[config.mk]
export PLATFORM = sky130hd
export DESIGN_NAME = pipe_reg_elastic
export DESIGN_NICKNAME = d
export VERILOG_FILES = /design/src/rtl/pipe_reg_elastic.sv
export SDC_FILE = /design/constraint.sdc
export NUM_CORES = 1
export LEC_CHECK = 0
export CAP_MARGIN = 10
export CORE_ASPECT_RATIO = 2
export CORE_MARGIN = 2
export CORE_UTILIZATION = 47
export CTS_CLUSTER_DIAMETER = 80
export DETAILED_ROUTE_END_ITERATION = 8
export PLACE_DENSITY = 0.85
export SYNTH_ARGS = -nofsm -noshare
export SYNTH_HDL_FRONTEND = slang
export SYNTH_SLANG_ARGS = --single-unit
[constraint.sdc]
create_clock -name clk -period 3.5 [get_ports clk]
set_input_delay 0.35 -clock clk [delete_from_list [all_inputs] [get_ports clk]]
set_output_delay 0.35 -clock clk [all_outputs]
set_load 0.03 [all_outputs]
[src/rtl/pipe_reg_elastic.sv]
// Elastic pipeline register with stall/bubble hazard control and a registered occupancy count.
// Define PIPE_SKID_EN to add a skid entry, which removes the out_ready -> in_ready path.
module pipe_reg_elastic #(
   parameter int                 WIDTH       = 32,
   parameter logic [WIDTH-1:0]   DEFAULT_VAL = '0
) (
   input  logic             clk,
   input  logic             rst,
   input  logic             in_valid,
   output logic             in_ready,
   input  logic [WIDTH-1:0] in_data,
   output logic             out_valid,
   input  logic             out_ready,
   output logic [WIDTH-1:0] out_data,
   input  logic             stall,
   input  logic             bubble,
   output logic [1:0]       occupancy
);

   // Handshake: a payload moves on any cycle where valid & ready are both high on that side;
   // the sender holds valid and data stable until that cycle.
   logic             in_xfer;
   logic             out_xfer;
   logic             main_valid, main_valid_d;
   logic [WIDTH-1:0] main_data,  main_data_d;
   logic [1:0]       occ_q, occ_d;

`ifdef PIPE_SKID_EN
   logic             skid_valid, skid_valid_d;
   logic [WIDTH-1:0] skid_data,  skid_data_d;

   assign in_ready = ~skid_valid & ~stall & ~bubble & ~rst;
`else
   assign in_ready = (~main_valid | out_ready) & ~stall & ~bubble & ~rst;
`endif

   assign out_valid = main_valid & ~stall;
   assign out_data  = main_data;
   assign occupancy = occ_q;
   assign in_xfer   = in_valid & in_ready;
   assign out_xfer  = out_valid & out_ready;

   always_comb begin
      main_valid_d = main_valid;
      main_data_d  = main_data;
`ifdef PIPE_SKID_EN
      skid_valid_d = skid_valid;
      skid_data_d  = skid_data;
`endif
      if (bubble) begin
         main_valid_d = 1'b0;
         main_data_d  = DEFAULT_VAL;
`ifdef PIPE_SKID_EN
         skid_valid_d = 1'b0;
         skid_data_d  = DEFAULT_VAL;
`endif
      end else if (!stall) begin
         if (out_xfer) begin
            // The skid entry is always older than any new input, so it drains first.
`ifdef PIPE_SKID_EN
            if (skid_valid) begin
               main_valid_d = 1'b1;
               main_data_d  = skid_data;
               skid_valid_d = 1'b0;
               skid_data_d  = DEFAULT_VAL;
            end else
`endif
            if (in_xfer) begin
               main_valid_d = 1'b1;
               main_data_d  = in_data;
            end else begin
               main_valid_d = 1'b0;
               main_data_d  = DEFAULT_VAL;
            end
         end else if (in_xfer) begin
`ifdef PIPE_SKID_EN
            if (main_valid) begin
               skid_valid_d = 1'b1;
               skid_data_d  = in_data;
            end else
`endif
            begin
               main_valid_d = 1'b1;
               main_data_d  = in_data;
            end
         end
      end
`ifdef PIPE_SKID_EN
      occ_d = {1'b0, main_valid_d} + {1'b0, skid_valid_d};
`else
      occ_d = {1'b0, main_valid_d};
`endif
   end

   always_ff @(posedge clk) begin
      if (rst) begin
         main_valid <= 1'b0;
         main_data  <= DEFAULT_VAL;
         occ_q      <= 2'd0;
`ifdef PIPE_SKID_EN
         skid_valid <= 1'b0;
         skid_data  <= DEFAULT_VAL;
`endif
      end else begin
         main_valid <= main_valid_d;
         main_data  <= main_data_d;
         occ_q      <= occ_d;
`ifdef PIPE_SKID_EN
         skid_valid <= skid_valid_d;
         skid_data  <= skid_data_d;
`endif
      end
   end

endmodule

==> impl_summary.log, run 1 <==
INFO  metric status = finished clean
INFO  metric report.final.slew_viol_count = 0
INFO  metric grt-ovfl-total = 0
INFO  metric worst_ep_required_time = ~3.2 ns
INFO  metric postSynthNetCount = 234
INFO  metric hold_path.startpoint = in_valid
INFO  metric final_clock_period_utilization_by_the_worst_path = about two thirds
INFO  metric finalHoldViolCount = 0
INFO  metric gr-max-usage-layer = met2
INFO  metric crit_fanout = 4
INFO  metric grt_util_met2 = roughly 41%
INFO  metric worstReg2RegEnd = out_data[15]
INFO  metric number_of_instances_in_the_synthesized_netlist = 196
INFO  metric fp.dieH = 94.08 um
INFO  metric cellLeakagePower = 0.8612 nW
INFO  metric final-setup-viol-count = 0
INFO  metric first_iter_violations = 54
INFO  metric number_of_buffers_inserted_during_clock_tree_synthesis = 5
INFO  metric clk_latency = ~0.28 ns
INFO  metric wl_per_cell = 15.29 um
INFO  metric fmax = between 400 and 500 MHz
INFO  metric hold_ws = 0.4329 ns
INFO  metric reg2reg_from = occupancy[0]
INFO  metric worst_slew_pin_slew = just over 0.9 ns
INFO  metric clock_tree_from_tritoncts = done
INFO  metric synth.yosys.warnings = 0
INFO  metric hold_path_class = input port to flip-flop
INFO  metric stdcell_count = 309
INFO  metric grt_antenna_before_repair = 0
INFO  metric final_worst_path_period_need = roughly 2.3 ns
INFO  metric initial_utilization = 49.10%
INFO  metric reg2reg_slack = about 1.8 ns
INFO  metric core_occupancy_in_the_finished_layout = 69.36%
INFO  metric clock-root-buffer = sky130_fd_sc_hd__clkbuf_8
INFO  metric layout-drive-gt1-share = 18.22%
INFO  metric nets = 295
INFO  metric design.core.area = 3884 um^2
INFO  metric ir_worst_vdd = 270.8 uV
INFO  metric grt_max_degree = 65
INFO  metric type_of_the_worst_setup_path = input port to output port
INFO  metric drtPass1Iterations = 4
INFO  metric clock-skew-final = approximately 0.0040 ns
INFO  metric drt_wl_total = 4725 um
INFO  metric viasPerCell = 5.638
INFO  metric area.growth.synth_to_final = 41.27%
INFO  metric fp.dieArea = 4614 um^2
INFO  metric totalNegativeSetupSlack = 0 ns
INFO  metric synth_area = 1907 um^2
INFO  metric power_per_cell_area = 336.7 nW/um^2
INFO  metric dr_total_vias = roughly 1700
INFO  metric antennaDiodeCount = 0
INFO  metric num_io_pins = 74
INFO  metric worst_hold_path.num_cells = 3
INFO  metric met3_demand_to_capacity_share_in_global_routing = 4.459%
INFO  metric timing.critical_path.to_type = output port
INFO  metric postSynthAreaPerCell = 9.729 um^2
INFO  metric post-cts-setup-buffer-count = 0
INFO  metric clk_pin_slew_worst_paths = 0.07 ns
INFO  metric placementRows = 32
INFO  metric grt_setup_unrepaired = false
INFO  metric antenna_left = 0
INFO  metric globalplace.congestion = 0.7057
INFO  metric postSynthRegisterBits = 33
INFO  metric io_buffer_count = 72
INFO  metric hold-path-endpoint = occupancy[0]
INFO  metric cts.sink_count = 33
INFO  metric globalRouteTotalUtil = 21.69%
INFO  metric timing.max_slew.rel_slack = 38.71%
INFO  metric clock_path_buffers = 2
INFO  metric post-dp-hpwl = 3171 um
INFO  metric cells_on_worst_reg2reg_path = 3
INFO  metric timing.critical_path.arrival = 1.92 ns
INFO  metric die_w = 49.04 um
INFO  metric wire_length_of_the_first_global_routing_pass = about 8000 um
INFO  metric dp_cells = 301
INFO  metric synth_cell_type_count = 19
INFO  metric depth_of_the_cts_h_tree = 2
INFO  metric synth_seq_area_share = 34.65%
INFO  metric cts-resized-gates = 0
INFO  metric met1_usage = a little under a quarter
INFO  metric cts_hold_buf = 0
INFO  metric max-cap-violations = 0
INFO  metric remaining_design_rule_violation_count = 0
INFO  metric grt_pass1_vias = 1730
INFO  metric setup.worst_path.start_class = input port
[placed cells by master, fill, tap and decap left out]
cell type,n
sky130_fd_sc_hd__nor3_4,1
sky130_fd_sc_hd__a21oi_2,31
sky130_fd_sc_hd__buf_4,4
sky130_fd_sc_hd__nor2b_1,1
sky130_fd_sc_hd__a21oi_1,3
sky130_fd_sc_hd__or3_2,1
sky130_fd_sc_hd__buf_2,1
sky130_fd_sc_hd__nor3b_1,1
sky130_fd_sc_hd__nand3b_1,32
sky130_fd_sc_hd__clkbuf_8,7
sky130_fd_sc_hd__o21ai_0,1
sky130_fd_sc_hd__clkdlybuf4s50_1,71
sky130_fd_sc_hd__conb_1,1
sky130_fd_sc_hd__a221o_1,32
sky130_fd_sc_hd__clkinv_2,1
sky130_fd_sc_hd__nand2b_1,34
sky130_fd_sc_hd__dfxtp_1,33
sky130_fd_sc_hd__inv_1,2
sky130_fd_sc_hd__or2_4,1
[cell usage after synthesis]
library cell               number  area, um^2
sky130_fd_sc_hd__conb_1         1       3.750
sky130_fd_sc_hd__nor3_4         1       16.27
sky130_fd_sc_hd__o21ai_0        1       5.000
sky130_fd_sc_hd__nand3b_1      32       240.2
sky130_fd_sc_hd__buf_6          3       33.78
sky130_fd_sc_hd__inv_1          2       7.510
sky130_fd_sc_hd__buf_4          2       15.01
sky130_fd_sc_hd__buf_2         10       50.05
sky130_fd_sc_hd__a21oi_1        3       15.01
sky130_fd_sc_hd__a21oi_2       31       271.5
sky130_fd_sc_hd__nor2b_1        1       6.260
sky130_fd_sc_hd__or3_1          1       6.260
sky130_fd_sc_hd__a221o_1       32       320.3
sky130_fd_sc_hd__dfxtp_1       33       660.6
sky130_fd_sc_hd__nor3b_1        1       7.510
sky130_fd_sc_hd__clkbuf_1       4       15.01
sky130_fd_sc_hd__buf_1          3       11.26
sky130_fd_sc_hd__nand2b_1      34       212.7
sky130_fd_sc_hd__or2_4          1       8.760
[report_power, final]
| part | switching [mW] | leakage (nW) | internal (mW) |
|---|---|---|---|
| Combinational | 0.0960 | 0.539 | 0.0954 |
| Clock | 0.136 | 0.0542 | 0.178 |
| Sequential | 0.0119 | 0.268 | 0.390 |
[registers in the layout, summed over array words and instances (netlist names)]
signal and flops:
out_data 32, occupancy 1
[per-stage QoR]
stage,total power [mW],setup WS [ns],cell area [um^2]
after floorplan,0.5173,1.794,1907
after global placement,0.6001,1.221,2592
after detailed placement,0.6022,1.202,2592
after CTS,0.9135,1.223,2694
after global routing,0.9411,1.179,2694
final,0.9070,1.233,2694
[cell type report]
type	instances	area [um^2]
fill	333	1190
clock inverter	1	5.005
clock buffer	7	96.34
inverter	2	7.507
tap	51	63.81
timing repair buffer	76	745.7
multi-input combinational	139	1115
sequential	33	660.6
[worst max-delay path: stages]
cell and delay [ns]:
sky130_fd_sc_hd__clkdlybuf4s50_1 0.41, sky130_fd_sc_hd__or2_4 0.28, sky130_fd_sc_hd__nor3b_1 0.17, sky130_fd_sc_hd__clkdlybuf4s50_1 0.69
[layer usage]
layer  share of wire (%)  wire, um  vias to the layer above
met3                 3.5       167                        4
met2                  55      2576                       43
met4                0.89        42                        0
met1                  41      1939                      841
met5                   0         0                        -
li1                    -         -                      854
[worst max path at each step]
stage           start      endpoint  slack, ns  depth (start not counted)
6_report       bubble      in_ready       1.23                          4
5_1_grt        bubble      in_ready       1.18                          4
4_1_cts        bubble      in_ready       1.22                          4
3_5_place_dp    stall   out_data[5]       1.20                          5
3_3_place_gp    stall  out_data[28]       1.22                          5
2_1_floorplan  bubble      in_ready       1.79                          2
[logic make-up after synthesis]
group                  count (synthesis)  synth area share (%)
and+or+nand+nor                       71                 26.12
AOI/OAI and AO/OA                     67                 32.09
DFF                                   33                 34.65
buffers and inverters                 24                 6.955
other                                  1                0.1967
Power figures use the tool's default switching activity.
==> run 2, diff against run 1 <==
--- a/config.mk
+++ b/config.mk
@@ -8,10 +8,10 @@
 export CAP_MARGIN = 10
 export CORE_ASPECT_RATIO = 2
 export CORE_MARGIN = 2
-export CORE_UTILIZATION = 47
+export CORE_UTILIZATION = 39
 export CTS_CLUSTER_DIAMETER = 80
 export DETAILED_ROUTE_END_ITERATION = 8
-export PLACE_DENSITY = 0.85
+export PLACE_DENSITY = 0.76
 export SYNTH_ARGS = -nofsm -noshare
 export SYNTH_HDL_FRONTEND = slang
 export SYNTH_SLANG_ARGS = --single-unit
==> constraint.sdc (replaced) <==
create_clock -name clk -period 1.85 [get_ports clk]
set_input_delay 0.185 -clock clk [delete_from_list [all_inputs] [get_ports clk]]
set_output_delay 0.185 -clock clk [all_outputs]
set_load 0.03 [all_outputs]
==> impl_summary.log, run 2 (synthesis results as in run 1) <==
INFO  metric nets = 298 (+1.0%)
INFO  metric timing.max_slew.rel_slack = 52.03% (+13 points)
INFO  metric drtPass1Iterations = 4 (unchanged)
INFO  metric io_buffer_count = 72 (unchanged)
INFO  metric cp_common_cell = sky130_fd_sc_hd__buf_4
INFO  metric most-common-layout-cells = 69 x sky130_fd_sc_hd__clkdlybuf4s50_1, 34 x sky130_fd_sc_hd__nand2b_1, 33 x sky130_fd_sc_hd__dfxtp_1
INFO  metric grt_max_degree = 65 (unchanged)
INFO  metric globalRouteTotalUtil = 19.29% (-2.4 points)
INFO  metric clock-skew-final = 0.003354 ns (-0.0006584 ns)
INFO  metric first_iter_violations = 48 (-11%)
INFO  metric final_worst_path_period_need = 1.665 ns
INFO  metric placementRows = 36 (+13%)
INFO  metric report.final.slew_viol_count = 0 (unchanged)
INFO  metric fmax = 600.4 MHz
INFO  metric globalplace.congestion = 0.6565 (-7.0%)
INFO  metric initial_utilization = 39.94% (-9.2 points)
INFO  metric largest_register_ffs = 32 (unchanged)
INFO  metric detailed_place.area = 2623 um^2 (+1.2%)
INFO  metric clock_path_buffers = 2 (unchanged)
INFO  metric final_common_cell = sky130_fd_sc_hd__clkdlybuf4s50_1
INFO  metric timing.critical_path.arrival = 1.48 ns (-0.44 ns)
INFO  metric clk_latency = 0.28 ns (about the same)
INFO  metric viasPerCell = 5.686 (+0.85%)
INFO  metric worst_ep_required_time = 1.66 ns (-1.49 ns)
INFO  metric crit_fanout = 3 (-1)
INFO  metric max_stage_delay = 0.41 ns (-0.28 ns)
INFO  metric num_io_pins = 74 (unchanged)
INFO  metric cts.sink_count = 33 (unchanged)
INFO  metric timing.critical_path.cells = clkdlybuf4s50_1, or2_4, buf_4, nor3b_1, buf_4
INFO  metric reg2reg_from = occupancy[0]
INFO  metric worst_slew_pin_slew = 0.7173 ns (-0.2021 ns)
INFO  metric clk_pin_slew_worst_paths = 0.07 ns (about the same)
INFO  metric cellLeakagePower = 0.8770 nW (+1.8%)
INFO  metric cts_hold_buf = 0 (unchanged)
INFO  metric fillers = 438 (+32%)
INFO  metric ir_worst_vdd = 497.4 uV (+84%)
INFO  metric cp-startpoint = bubble
INFO  metric final_design_area_no_fill = 2729 um^2 (+1.3%)
INFO  metric wl_per_cell = 15.99 um (+4.6%)
INFO  metric depth_of_the_cts_h_tree = 2 (unchanged)
INFO  metric die_w = 53.45 um (+9.0%)
INFO  metric drt_wl_total = 5086 um (+7.6%)
INFO  metric status = finished clean
INFO  metric setup.worst_path.start_class = input port
INFO  metric number_of_buffers_inserted_during_clock_tree_synthesis = 5 (unchanged)
INFO  metric grt_antenna_before_repair = 0 (unchanged)
INFO  metric area.growth.synth_to_final = 43.11%
INFO  metric type_of_the_worst_setup_path = input port to output port
INFO  metric wire_length_of_the_first_global_routing_pass = 8086 um (+1.1%)
INFO  metric max-cap-violations = 0 (unchanged)
INFO  metric fp.dieArea = 5499 um^2 (+19%)
INFO  metric final-setup-viol-count = 0 (unchanged)
INFO  metric power_per_cell_area = 610.4 nW/um^2 (+81%)
INFO  metric finalHoldViolCount = 0 (unchanged)
INFO  metric clock_tree_from_tritoncts = done
INFO  metric antennaDiodeCount = 0 (unchanged)
INFO  metric post-dp-hpwl = 3179 um (+0.26%)
INFO  metric final_clock_period_utilization_by_the_worst_path = 90.02%
INFO  metric remaining_design_rule_violation_count = 0 (unchanged)
INFO  metric hold_path.startpoint = in_valid
INFO  metric design.core.area = 4775 um^2 (+23%)
INFO  metric grt_setup_unrepaired = false
INFO  metric cp_slowest_cell = sky130_fd_sc_hd__clkdlybuf4s50_1
INFO  metric dr_total_vias = 1808 (+3.8%)
INFO  metric fp.dieH = 102.9 um (+9.4%)
INFO  metric grt-ovfl-total = 0 (unchanged)
INFO  metric timing.critical_path.to_type = output port
INFO  metric antenna_left = 0 (unchanged)
INFO  metric hold_path_class = input port to flip-flop
INFO  metric clock-root-buffer = sky130_fd_sc_hd__clkbuf_8
INFO  metric layout-drive-gt1-share = 19.54% (+1.3 points)
INFO  metric total_power = 1.666 mW (+84%)
INFO  metric grt_pass1_vias = 1738 (+0.46%)
-- run 2: final timing paths --
check,slack [ns],end,cells past startpoint
min reg2reg,0.52,out_data[15],1
min,0.41,occupancy[0],3
max,0.18,in_ready,5
max reg2reg,0.47,out_data[14],4
-- run 2: report_power, final --
part | switching (mW) | internal (mW)
sequential | 0.0226 | 0.738
combinational | 0.190 | 0.187
clock | 0.267 | 0.261
total | 0.480 | 1.19
-- run 2: final cells by class --
| type | count | area [um^2] | share of cell area, % |
|---|---|---|---|
| clock buffers | 6 | 72.57 | 2.659 |
| clock inverters | 2 | 10.01 | 0.3668 |
| inverters | 2 | 7.507 | 0.2751 |
| multi-input cells | 140 | 1139 | 41.72 |
| flip-flops and latches | 33 | 660.6 | 24.21 |
| well taps | 57 | 71.32 | 2.613 |
| repair buffers | 78 | 768.2 | 28.15 |
-- run 2: layer usage --
layer  global-route usage [%]  part of all wire, %  up-vias
met5                        0                    0        -
met4                    7.495                  1.1        0
met3                    3.768                  8.1        4
met2                    32.29                   48       68
met1                    23.69                   43      874
li1                         -                    -      862
-- run 2: worst max-delay path, delay by kind of cell --
family	cells	cell delay, ns
AND/OR/NAND/NOR	2	0.51
buffers and inverters	3	0.78
-- run 2: stage by stage --
stage	setup TNS, ns	utilization (%)	setup WS [ns]	instances	hold WS, ns
2_1_floorplan	0	-	0.4741	196	0.3229
3_3_place_gp	-10.91	54.93	-0.3552	309	0.4935
3_5_place_dp	-12.17	54.93	-0.3946	309	0.5014
4_1_cts	0	57.00	0.1210	318	0.3942
5_1_grt	0	57.15	0.1420	318	0.4193
6_report	0	57.15	0.1846	318	0.4081
-- run 2: repair_timing --
action | CTS | global route
pin swaps | 1 | 0
setup endpoints to repair | 32 | 12
gates cloned | 1 | 0
buffers inserted | 0 | 0
gates resized for setup | 1 | 1
